$ cat src/rtl/i2c_tx_feeder_pkg.sv
// i2c_tx_feeder_pkg: shared FSM states and bus constants for the i2c command stage
package i2c_pkg;
  typedef enum logic [2:0] {IDLE, LAUNCH, WAIT_BUSY, XFER, FINISH} state_t;
  localparam logic I2C_WRITE = 1'b0;
  localparam logic I2C_READ = 1'b1;
  localparam int I2C_ADDR_W = 7;
  localparam int I2C_DATA_W = 8;
endpackage

$ cat src/rtl/i2c_tx_feeder_if.sv
// i2c_tx_feeder_if: command/data link between the feeder and the i2c_master engine
interface i2c_tx_feeder_if #(parameter int LEN_W = 4);
  import i2c_pkg::*;
  logic start;
  logic [LEN_W-1:0] byte_no;
  logic rd_wr;
  logic [I2C_ADDR_W-1:0] slave_addr;
  logic [I2C_DATA_W-1:0] data_in;
  logic ack_wstrobe;
  logic busy;
  logic done;
  logic [I2C_DATA_W-1:0] data_out;
  modport master (output start, byte_no, rd_wr, slave_addr, data_in, input ack_wstrobe, busy, done, data_out);
  modport slave (input start, byte_no, rd_wr, slave_addr, data_in, output ack_wstrobe, busy, done, data_out);
endinterface

$ cat src/rtl/i2c_byte_fifo.sv
// i2c_byte_fifo: circular byte FIFO with explicit level counter and overflow pulse
module i2c_byte_fifo
  import i2c_pkg::*;
#(
  parameter int DEPTH = 8,
  localparam int AW = $clog2(DEPTH),
  localparam int LW = AW + 1
) (
  input  logic                  clk,
  input  logic                  reset,
  input  logic                  push,
  input  logic                  pop,
  input  logic [I2C_DATA_W-1:0] wr_data,
  output logic                  full,
  output logic                  empty,
  output logic                  ovf,
  output logic [LW-1:0]         level,
  output logic [I2C_DATA_W-1:0] head
);
  logic [I2C_DATA_W-1:0] mem [DEPTH];
  logic [AW-1:0] wr_ptr, rd_ptr;
  logic do_push, do_pop;
  assign full = level == LW'(DEPTH);
  assign empty = level == '0;
  assign do_push = push && !full;
  assign do_pop = pop && !empty;
  assign head = empty ? '0 : mem[rd_ptr];
  always_ff @(posedge clk or negedge reset)
    if (!reset) begin
      wr_ptr <= '0;
      rd_ptr <= '0;
      level <= '0;
      ovf <= 1'b0;
    end else begin
      ovf <= push && full;
      if (do_push) wr_ptr <= wr_ptr + 1'b1;
      if (do_pop) rd_ptr <= rd_ptr + 1'b1;
      level <= level + LW'(do_push) - LW'(do_pop);
    end
  always_ff @(posedge clk)
    if (do_push) mem[wr_ptr] <= wr_data;
endmodule

$ cat src/rtl/i2c_tx_feeder.sv
// i2c_tx_feeder: buffers host write bytes and sequences one i2c_master transaction per go
module i2c_tx_feeder
  import i2c_pkg::*;
#(
  parameter int DEPTH = 8,
  parameter int LEN_W = 4
) (
  input  logic                    clk,
  input  logic                    reset,
  input  logic                    wr_en,
  input  logic [I2C_DATA_W-1:0]   wr_data,
  output logic                    full,
  output logic                    empty,
  output logic [$clog2(DEPTH):0]  level,
  output logic                    ovf,
  input  logic                    go,
  input  logic                    go_rd_wr,
  input  logic [I2C_ADDR_W-1:0]   go_addr,
  input  logic [LEN_W-1:0]        go_len,
  output logic                    xfer_busy,
  output logic                    xfer_done,
  output logic                    err,
  output logic                    rx_valid,
  output logic [I2C_DATA_W-1:0]   rx_data,
  i2c_tx_feeder_if.master         bus
);
  state_t state, next;
  logic ack_q, ack_rise, take, reject, accept;
  logic [LEN_W-1:0] ack_cnt;
  assign ack_rise = bus.ack_wstrobe && !ack_q;
  assign take = state == XFER && ack_rise && ack_cnt < bus.byte_no;
  assign reject = go_len == '0 || (go_rd_wr == I2C_WRITE && int'(level) < int'(go_len));
  assign accept = state == IDLE && go && !reject;
  i2c_byte_fifo #(.DEPTH(DEPTH)) u_fifo (
    .clk(clk), .reset(reset), .push(wr_en), .pop(take && bus.rd_wr == I2C_WRITE),
    .wr_data(wr_data), .full(full), .empty(empty), .ovf(ovf), .level(level), .head(bus.data_in)
  );
  always_comb begin
    next = state;
    case (state)
      IDLE:      next = accept ? LAUNCH : IDLE;
      LAUNCH:    next = WAIT_BUSY;
      WAIT_BUSY: next = bus.busy ? XFER : WAIT_BUSY;
      XFER:      next = bus.done ? FINISH : XFER;
      default:   next = IDLE;
    endcase
    bus.start = state == LAUNCH;
    xfer_done = state == FINISH;
    xfer_busy = state != IDLE;
  end
  always_ff @(posedge clk or negedge reset)
    if (!reset) begin
      state <= IDLE;
      ack_q <= 1'b0;
      ack_cnt <= '0;
      bus.byte_no <= '0;
      bus.rd_wr <= I2C_WRITE;
      bus.slave_addr <= '0;
      rx_data <= '0;
      rx_valid <= 1'b0;
      err <= 1'b0;
    end else begin
      state <= next;
      ack_q <= bus.ack_wstrobe;
      err <= state == IDLE && go && reject;
      rx_valid <= take && bus.rd_wr == I2C_READ;
      if (take && bus.rd_wr == I2C_READ) rx_data <= bus.data_out;
      if (accept) begin
        bus.byte_no <= go_len;
        bus.rd_wr <= go_rd_wr;
        bus.slave_addr <= go_addr;
        ack_cnt <= '0;
      end else if (take) ack_cnt <= ack_cnt + 1'b1;
    end
endmodule

$ cat src/flat_wrapper.sv
// flat-port wrapper written by rule: the top's interface ports become plain ports
module i2c_tx_feeder_flat import i2c_pkg::*;
#(
  parameter int DEPTH = 8,
  parameter int LEN_W = 4
)
  (clk, reset, wr_en, wr_data, full, empty, level, ovf, go, go_rd_wr, go_addr, go_len, xfer_busy, xfer_done, err, rx_valid, rx_data, bus_start, bus_byte_no, bus_rd_wr, bus_slave_addr, bus_data_in, bus_ack_wstrobe, bus_busy, bus_done, bus_data_out);
  i2c_tx_feeder_if #(.LEN_W(LEN_W)) bus_i ();
  input  logic clk;
  input  logic reset;
  input  logic wr_en;
  input  logic [I2C_DATA_W-1:0] wr_data;
  output logic full;
  output logic empty;
  output logic [$clog2(DEPTH):0] level;
  output logic ovf;
  input  logic go;
  input  logic go_rd_wr;
  input  logic [I2C_ADDR_W-1:0] go_addr;
  input  logic [LEN_W-1:0] go_len;
  output logic xfer_busy;
  output logic xfer_done;
  output logic err;
  output logic rx_valid;
  output logic [I2C_DATA_W-1:0] rx_data;
  output wire logic [$bits(bus_i.start)-1:0] bus_start;
  output wire logic [$bits(bus_i.byte_no)-1:0] bus_byte_no;
  output wire logic [$bits(bus_i.rd_wr)-1:0] bus_rd_wr;
  output wire logic [$bits(bus_i.slave_addr)-1:0] bus_slave_addr;
  output wire logic [$bits(bus_i.data_in)-1:0] bus_data_in;
  input wire logic [$bits(bus_i.ack_wstrobe)-1:0] bus_ack_wstrobe;
  input wire logic [$bits(bus_i.busy)-1:0] bus_busy;
  input wire logic [$bits(bus_i.done)-1:0] bus_done;
  input wire logic [$bits(bus_i.data_out)-1:0] bus_data_out;
  assign bus_start = bus_i.start;
  assign bus_byte_no = bus_i.byte_no;
  assign bus_rd_wr = bus_i.rd_wr;
  assign bus_slave_addr = bus_i.slave_addr;
  assign bus_data_in = bus_i.data_in;
  assign bus_i.ack_wstrobe = bus_ack_wstrobe;
  assign bus_i.busy = bus_busy;
  assign bus_i.done = bus_done;
  assign bus_i.data_out = bus_data_out;
  i2c_tx_feeder #(.DEPTH(DEPTH), .LEN_W(LEN_W)) u_core (.clk(clk), .reset(reset), .wr_en(wr_en), .wr_data(wr_data), .full(full), .empty(empty), .level(level), .ovf(ovf), .go(go), .go_rd_wr(go_rd_wr), .go_addr(go_addr), .go_len(go_len), .xfer_busy(xfer_busy), .xfer_done(xfer_done), .err(err), .rx_valid(rx_valid), .rx_data(rx_data), .bus(bus_i));
endmodule
$ cat config.mk
export PLATFORM = sky130hd
export DESIGN_NAME = i2c_tx_feeder_flat
export DESIGN_NICKNAME = d
export VERILOG_FILES = /design/src/rtl/i2c_tx_feeder_pkg.sv /design/src/rtl/i2c_tx_feeder_if.sv /design/src/rtl/i2c_byte_fifo.sv /design/src/rtl/i2c_tx_feeder.sv /design/src/flat_wrapper.sv
export SDC_FILE = /design/constraint.sdc
export NUM_CORES = 1
export LEC_CHECK = 0
export CORE_MARGIN = 2
export CORE_UTILIZATION = 30
export DETAILED_ROUTE_END_ITERATION = 7
export PLACE_DENSITY = 0.58
export SLEW_MARGIN = 20
export SYNTH_ARGS = -nofsm -noshare
export SYNTH_HDL_FRONTEND = slang
export SYNTH_SLANG_ARGS = --single-unit
$ cat constraint.sdc
create_clock -name clk -period 6.3 [get_ports clk]
set_input_delay 1.26 -clock clk [delete_from_list [all_inputs] [get_ports clk]]
set_output_delay 1.26 -clock clk [all_outputs]
set_load 0.05 [all_outputs]
==> flow_metrics.tcl <==
set metrics [dict create \
    final.setup_skew_ns 0.00631 \
    gr-usage-met3 0.0150 \
    fraction_of_final_layout_cells_with_drive_strength_greater_than_1 0.170 \
    finish.net_count 398 \
    critPathMaxStageDelay_ns 0.75 \
    cts_max_path_buffers 2 \
    timing.final.setup_violations 0 \
    run_status "finished, final reports clean" \
    number_of_enable_type_register_cells_in_the_synthesized_netlist 64 \
    power.ir.vdd_worst_uv 163 \
    synth_largest_type_area_fraction 0.434 \
    area_share_of_fa_ha_maj_cells_after_synthesis 0.0469 \
    crit_family "multiplexers" \
    tightestPinTransition_ns 1.01 \
    setup_repair_after_global_routing_missed_its_margin "false" \
    die_w_um 125 \
    insertedDiodeCount 0 \
    ys.warnings.count 0 \
    worst-path-buf-inv 1 \
    fmax_mhz 254 \
    cp_cell_sequence "mux4_2 > mux2i_1 > nor2_1 > clkdlybuf4s50_1" \
    synthDistinctLibCells 39 \
    combinational_family_with_the_most_area_after_synthesis "multiplexers" \
    first_pass_iters 4 \
    finalMaxSlewViolations 0 \
    timing.critical_path.slowest_stage_cell "sky130_fd_sc_hd__dfrtp_2" \
    timing.critical_path.arrival_ns 2.67 \
    number_of_instances_in_the_synthesized_netlist 271 \
    path_class "flop to output pin" \
    async_flop_share 0.390 \
    synth-compound-area-share 0.0257 \
    path_clk_slew_ns 0.07 \
    cts_resized 0 \
    worst_slew_margin_rel 0.322 \
    cts_htree_levels 3 \
    dp.cells 520 \
    synth_largest_area_cell "sky130_fd_sc_hd__edfxtp_1" \
    count_of_input_and_output_buffers 74 \
    worst-r2r-setup-slack_ns 3.54 \
    final.setup.tns_ns 0 \
    final_cell_count_no_fill 536 \
    synth.mux.area_fraction 0.161 \
    grt_antenna_before_repair 0 \
    route.final.wire_length_um 8880 \
    die-area_um2 15700 \
    place.detailed.hpwl_um 5960 \
    hold_viol 0 \
    grt_overflow 0 \
    cts_post_setup_buffers_inserted 0 \
    synth.ff_latch_count 105 \
    design.core.area_um2 14500 \
    grt_first_pass_wirelength_um 14300 \
    die_h_um 125 \
    synthXorXnorAreaFrac 0.0139 \
    worstPathMaxFanout 18 \
    detail-route-antenna-nets 0 \
    drt-vias-per-instance 4.61 \
    finalCriticalPeriod_ns 3.93 \
    critPathLaunchType "flop" \
    mappedNetlistNets 322 \
    leakage_component_of_the_power_uw 0.00213 \
    maxCapViolations 0 \
    routed-via-count 2472 \
    yosys.area_share.simple 0.0602 \
    global_route_met2_usage 0.198 \
    worstSetupEndpointType "output pin" \
    layout_worst_path_cycle_share 0.624 \
    clock-root-buffer "sky130_fd_sc_hd__clkbuf_16" \
    detail_route.drc_violations 0 \
    syn-mean-instance-area_um2 16.3 \
    worst_skew_pair.late_latency_ns 0.35 \
    largest_net_degree_at_the_start_of_global_routing 42 \
    synthesized_cell_area_um2 4420 \
    place_congestion 0.720 \
    synth_seq_area_share 0.666 \
    starting_density 0.306 \
    holdCritPathClass "flop to flop" \
    power.density_cell_area_nw_per_um2 515 \
    tritoncts "yes" \
    cts-hold-fix-buffers 0 \
    synth_flop_cell "sky130_fd_sc_hd__edfxtp_1" \
    grtUsageMet1 0.153 \
    cts_made_buffers 9 \
    cp_data_required_time_ns 5.04 \
    core.rowCount 44 \
    post_drt_wl_per_cell_um 16.6 \
    syn_to_final_growth_pct 27.4 \
    finalPower_uw 2900 \
    first_iter_violations 182 \
    ys_top_cells_by_area "sky130_fd_sc_hd__edfxtp_1 (43%), sky130_fd_sc_hd__dfrtp_1 (23%), sky130_fd_sc_hd__mux4_2 (8.1%)" \
    gr-max-usage-layer "met2" \
    grt_pass1_vias 2689 \
    grt_util_all_layers 0.119 \
    num_io_pins 75 \
    count_of_clock_tree_sinks 105 \
]
-- cell usage in the layout, fill, tap and decap left out, drive strengths merged, types with 4 or more instances in the layout --
cell type / n
clkdlybuf4s50: 73
edfxtp: 64
dfrtp: 41
nor2: 22
inv: 22
mux2: 19
mux4: 16
ha: 15
mux2i: 13
clkbuf: 10
nand2: 8
nand3: 6
xnor2: 6
nor3: 5
nand2b: 4
a21oi: 4
-- stage by stage --
step / util / instance area, um^2 / setup WS, ns / hold slack (ns)
2_1_floorplan: - / 4420 / 2.77 / 0.467
3_3_place_gp: 0.370 / 5360 / 2.36 / 0.486
3_5_place_dp: 0.370 / 5360 / 2.33 / 0.499
4_1_cts: 0.389 / 5630 / 1.95 / 0.514
5_1_grt: 0.389 / 5640 / 2.21 / 0.532
6_report: 0.389 / 5640 / 2.37 / 0.507
-- final cells by class --
class | count | area (um^2)
Timing Repair Buffer | 74 | 736
Fill cell | 1313 | 8840
Clock inverter | 6 | 48.8
Clock buffer | 10 | 229
Multi-Input combinational cell | 138 | 1370
Sequential cell | 105 | 2950
Tap cell | 184 | 230
Inverter | 19 | 71.3
-- sequential cells by signal (all words and copies together) (netlist names) --
name                   count
u_core.ack_q               1
u_core.state               3
u_core.u_fifo.level        4
u_core.bus.byte_no         4
u_core.err                 1
u_core.rx_data             8
u_core.rx_valid            1
u_core.bus.slave_addr      7
u_core.u_fifo.ovf          1
u_core.u_fifo.wr_ptr       3
u_core.u_fifo.rd_ptr       3
u_core.ack_cnt             4
u_core.u_fifo.mem         64
u_core.bus.rd_wr           1
-- layer usage --
metal	routed length [um]	vias up
li1	-	1154
met4	192	0
met5	0	-
met2	4500	46
met3	238	12
met1	3950	1260
-- cell families after synthesis --
kind of cell,count (synthesis)
fa+ha+maj,16
mux,48
compound gates,13
xor+xnor,7
buf+inv,28
simple gates,54
flops,105
-- path summary, 6_finish.rpt --
path | start | endpoint | cells past startpoint
setup / recovery | u_core.u_fifo.rd_ptr[0]$_DFFE_PN0P_ | bus_data_in[0] | 4
hold / removal | u_core.rx_data[0]$_DFFE_PN0P_ | u_core.rx_data[0]$_DFFE_PN0P_ | 1
setup reg to reg | u_core.bus.byte_no[3]$_DFFE_PN0N_ | u_core.u_fifo.level[3]$_DFF_PN0_ | 13
hold reg to reg | u_core.rx_data[0]$_DFFE_PN0P_ | u_core.rx_data[0]$_DFFE_PN0P_ | 1
max in group asynchronous | reset | u_core.u_fifo.rd_ptr[0]$_DFFE_PN0P_ | 1
min in group asynchronous | reset | u_core.u_fifo.level[0]$_DFF_PN0_ | 1
-- cell usage after synthesis (3+ instances only) --
cell / instances
sky130_fd_sc_hd__edfxtp_1: 64
sky130_fd_sc_hd__mux2_2: 17
sky130_fd_sc_hd__a21oi_1: 3
sky130_fd_sc_hd__ha_1: 15
sky130_fd_sc_hd__nor2_1: 22
sky130_fd_sc_hd__nand3_1: 6
sky130_fd_sc_hd__nand2_1: 7
sky130_fd_sc_hd__mux4_2: 16
sky130_fd_sc_hd__inv_1: 19
sky130_fd_sc_hd__dfrtp_1: 41
sky130_fd_sc_hd__xnor2_1: 6
sky130_fd_sc_hd__clkbuf_1: 4
sky130_fd_sc_hd__nor3_1: 4
sky130_fd_sc_hd__nand2b_1: 4
sky130_fd_sc_hd__mux2i_1: 13
-- power breakdown --
part	total (uW)	leakage, uW	internal, uW	switching, uW
Sequential	1080	0.00109	910	168
Clock	526	0.000133	273	253
Combinational	1300	0.000910	523	773
No activity file was read; power rests on OpenSTA's default activity.
==> patch: new RTL, config.mk and constraints unchanged <==
The output `err` loses its register stage (`err` becomes a continuous assignment).
--- a/src/rtl/i2c_tx_feeder.sv
+++ b/src/rtl/i2c_tx_feeder.sv
@@ -59,9 +59,7 @@
       rx_data <= '0;
       rx_valid <= 1'b0;
-      err <= 1'b0;
     end else begin
       state <= next;
       ack_q <= bus.ack_wstrobe;
-      err <= state == IDLE && go && reject;
       rx_valid <= take && bus.rd_wr == I2C_READ;
       if (take && bus.rd_wr == I2C_READ) rx_data <= bus.data_out;
@@ -73,4 +71,6 @@
       end else if (take) ack_cnt <= ack_cnt + 1'b1;
     end
+
+  assign err = state == IDLE && go && reject;
 endmodule
 
Behaviour: not the same (a bounded check fails within 4 cycles, from zero or initial values and one cycle with reset low).
==> patch against the unedited design <==
Setup slack worse by 1000 ps; design area grew 0.18%; global-route usage is 0.13 points higher; synthesized area is 0.57% lower; routed wire length is 0.84% higher; power increased by 1.6%; sequential cell count down 1; critical path depth grew 4; sequential share of layout area decreased by 0.56 points; largest cell class unchanged.
==> patch: results (changes against the unedited design) <==
seq_area_frac_synth_pct: 66.4  # -0.19 points
cellPowerDensity_nw_per_um2: 522  # +1.4%
status: "complete, no violations"
routabilityCongestion: 0.763  # +6.0%
crit_path_max_incr_delay_ps: 810  # +60 ps
fillCellCount: 1346  # +2.5%
synth.mux.area_fraction_pct: 16.2  # +0.092 points
holdCritPathClass: "flop to flop"
synth-async-reset-ratio_pct: 38.5  # -0.59 points
hold_viol: 0  # unchanged
avgViaCountPerCell: 4.57  # -0.97%
place_hpwl_um: 6030  # +1.2%
cts-resized-gates: 0  # unchanged
place_area_sq_um: 5340  # -0.33%
grt_pass1_vias: 2627  # -2.3%
critPathMaxFanout: 2  # -16
grt_max_degree: 41  # -2.4%
track_usage_pct: 12.0  # +0.13 points
synth_nets: 321  # -0.31%
tightest_slew_ps: 986  # -27.7 ps
wirelength_um: 8950  # +0.84%
drive_above_1_share_pct: 17.3  # +0.28 points
cp_top_family: "buffers and inverters"
synth-compound-area-share_pct: 2.59  # +0.015 points
syn_area_per_cell_sq_um: 16.3  # -0.20%
worst_path_max_delay_cell: "clkdlybuf4s50_1"
synthXorXnorAreaFrac_pct: 1.39  # +0.0079 points
place_ws_ps: 1320  # -1000 ps
clk_path_buf_depth: 2  # unchanged
synthAdderAreaFrac_pct: 4.72  # +0.027 points
irDropWorstVdd_v: 0.000189  # +16%
fin_skew_ps: 6.92  # +0.609 ps
dr.first_iter.drc_count: 97  # -47%
p_leak_nw: 2.14  # +0.28%
ys_top_cells_by_area: "edfxtp_1, dfrtp_1, mux4_2, mux2_2, ha_1"
synth_top_cells_by_count: "edfxtp_1, dfrtp_1, nor2_1, inv_1, mux2_2"
crit_arrival_ps: 3690  # +1020 ps
ys_warn_count: 0  # unchanged
grt_pass1_wl_um: 14600  # +2.0%
==> patch: metal layers <==
layer,vias up,track usage [%],routed length [um],part of all wire (%)
li1,1149,-,-,-
met1,1242,16.5,4190,47
met2,45,18.9,4290,48
met3,12,2.35,298,3.3
met4,0,4.58,180,2.0
met5,-,0,0,0
==> patch: layout make-up <==
type / instances / area share [%]
Sequential cell: 104 / 51.8
Clock buffer: 10 / 4.06
Clock inverter: 6 / 1.37
Multi-Input combinational cell: 138 / 24.3
Inverter: 19 / 1.26
Timing Repair Buffer: 75 / 13.2
Tap cell: 184 / 4.08
==> patch: worst paths after layout <==
| check | start | to | slack [ps] |
|---|---|---|---|
| min reg2reg | u_core.bus.slave_addr[1] | u_core.bus.slave_addr[1] | 510 |
| max in group asynchronous | reset | u_core.rx_data[5] | 4680 |
| min in group asynchronous | reset | u_core.bus.slave_addr[2] | 1040 |
| max | go_len[2] | err | 1350 |
| max reg2reg | u_core.bus.byte_no[3] | u_core.u_fifo.level[2] | 3500 |
| min | u_core.bus.slave_addr[1] | u_core.bus.slave_addr[1] | 510 |
==> patch: report_power, final <==
group / switching, mW / total [mW] / internal (mW)
Clock: 0.256 / 0.572 / 0.315
Combinational: 0.792 / 1.32 / 0.527
Sequential: 0.155 / 1.06 / 0.902
==> patch: kinds of logic after synthesis <==
family / Yosys count
compound gates: 13
xor+xnor: 7
fa+ha+maj: 16
buf+inv: 28
flops: 104
mux: 48
simple gates: 54
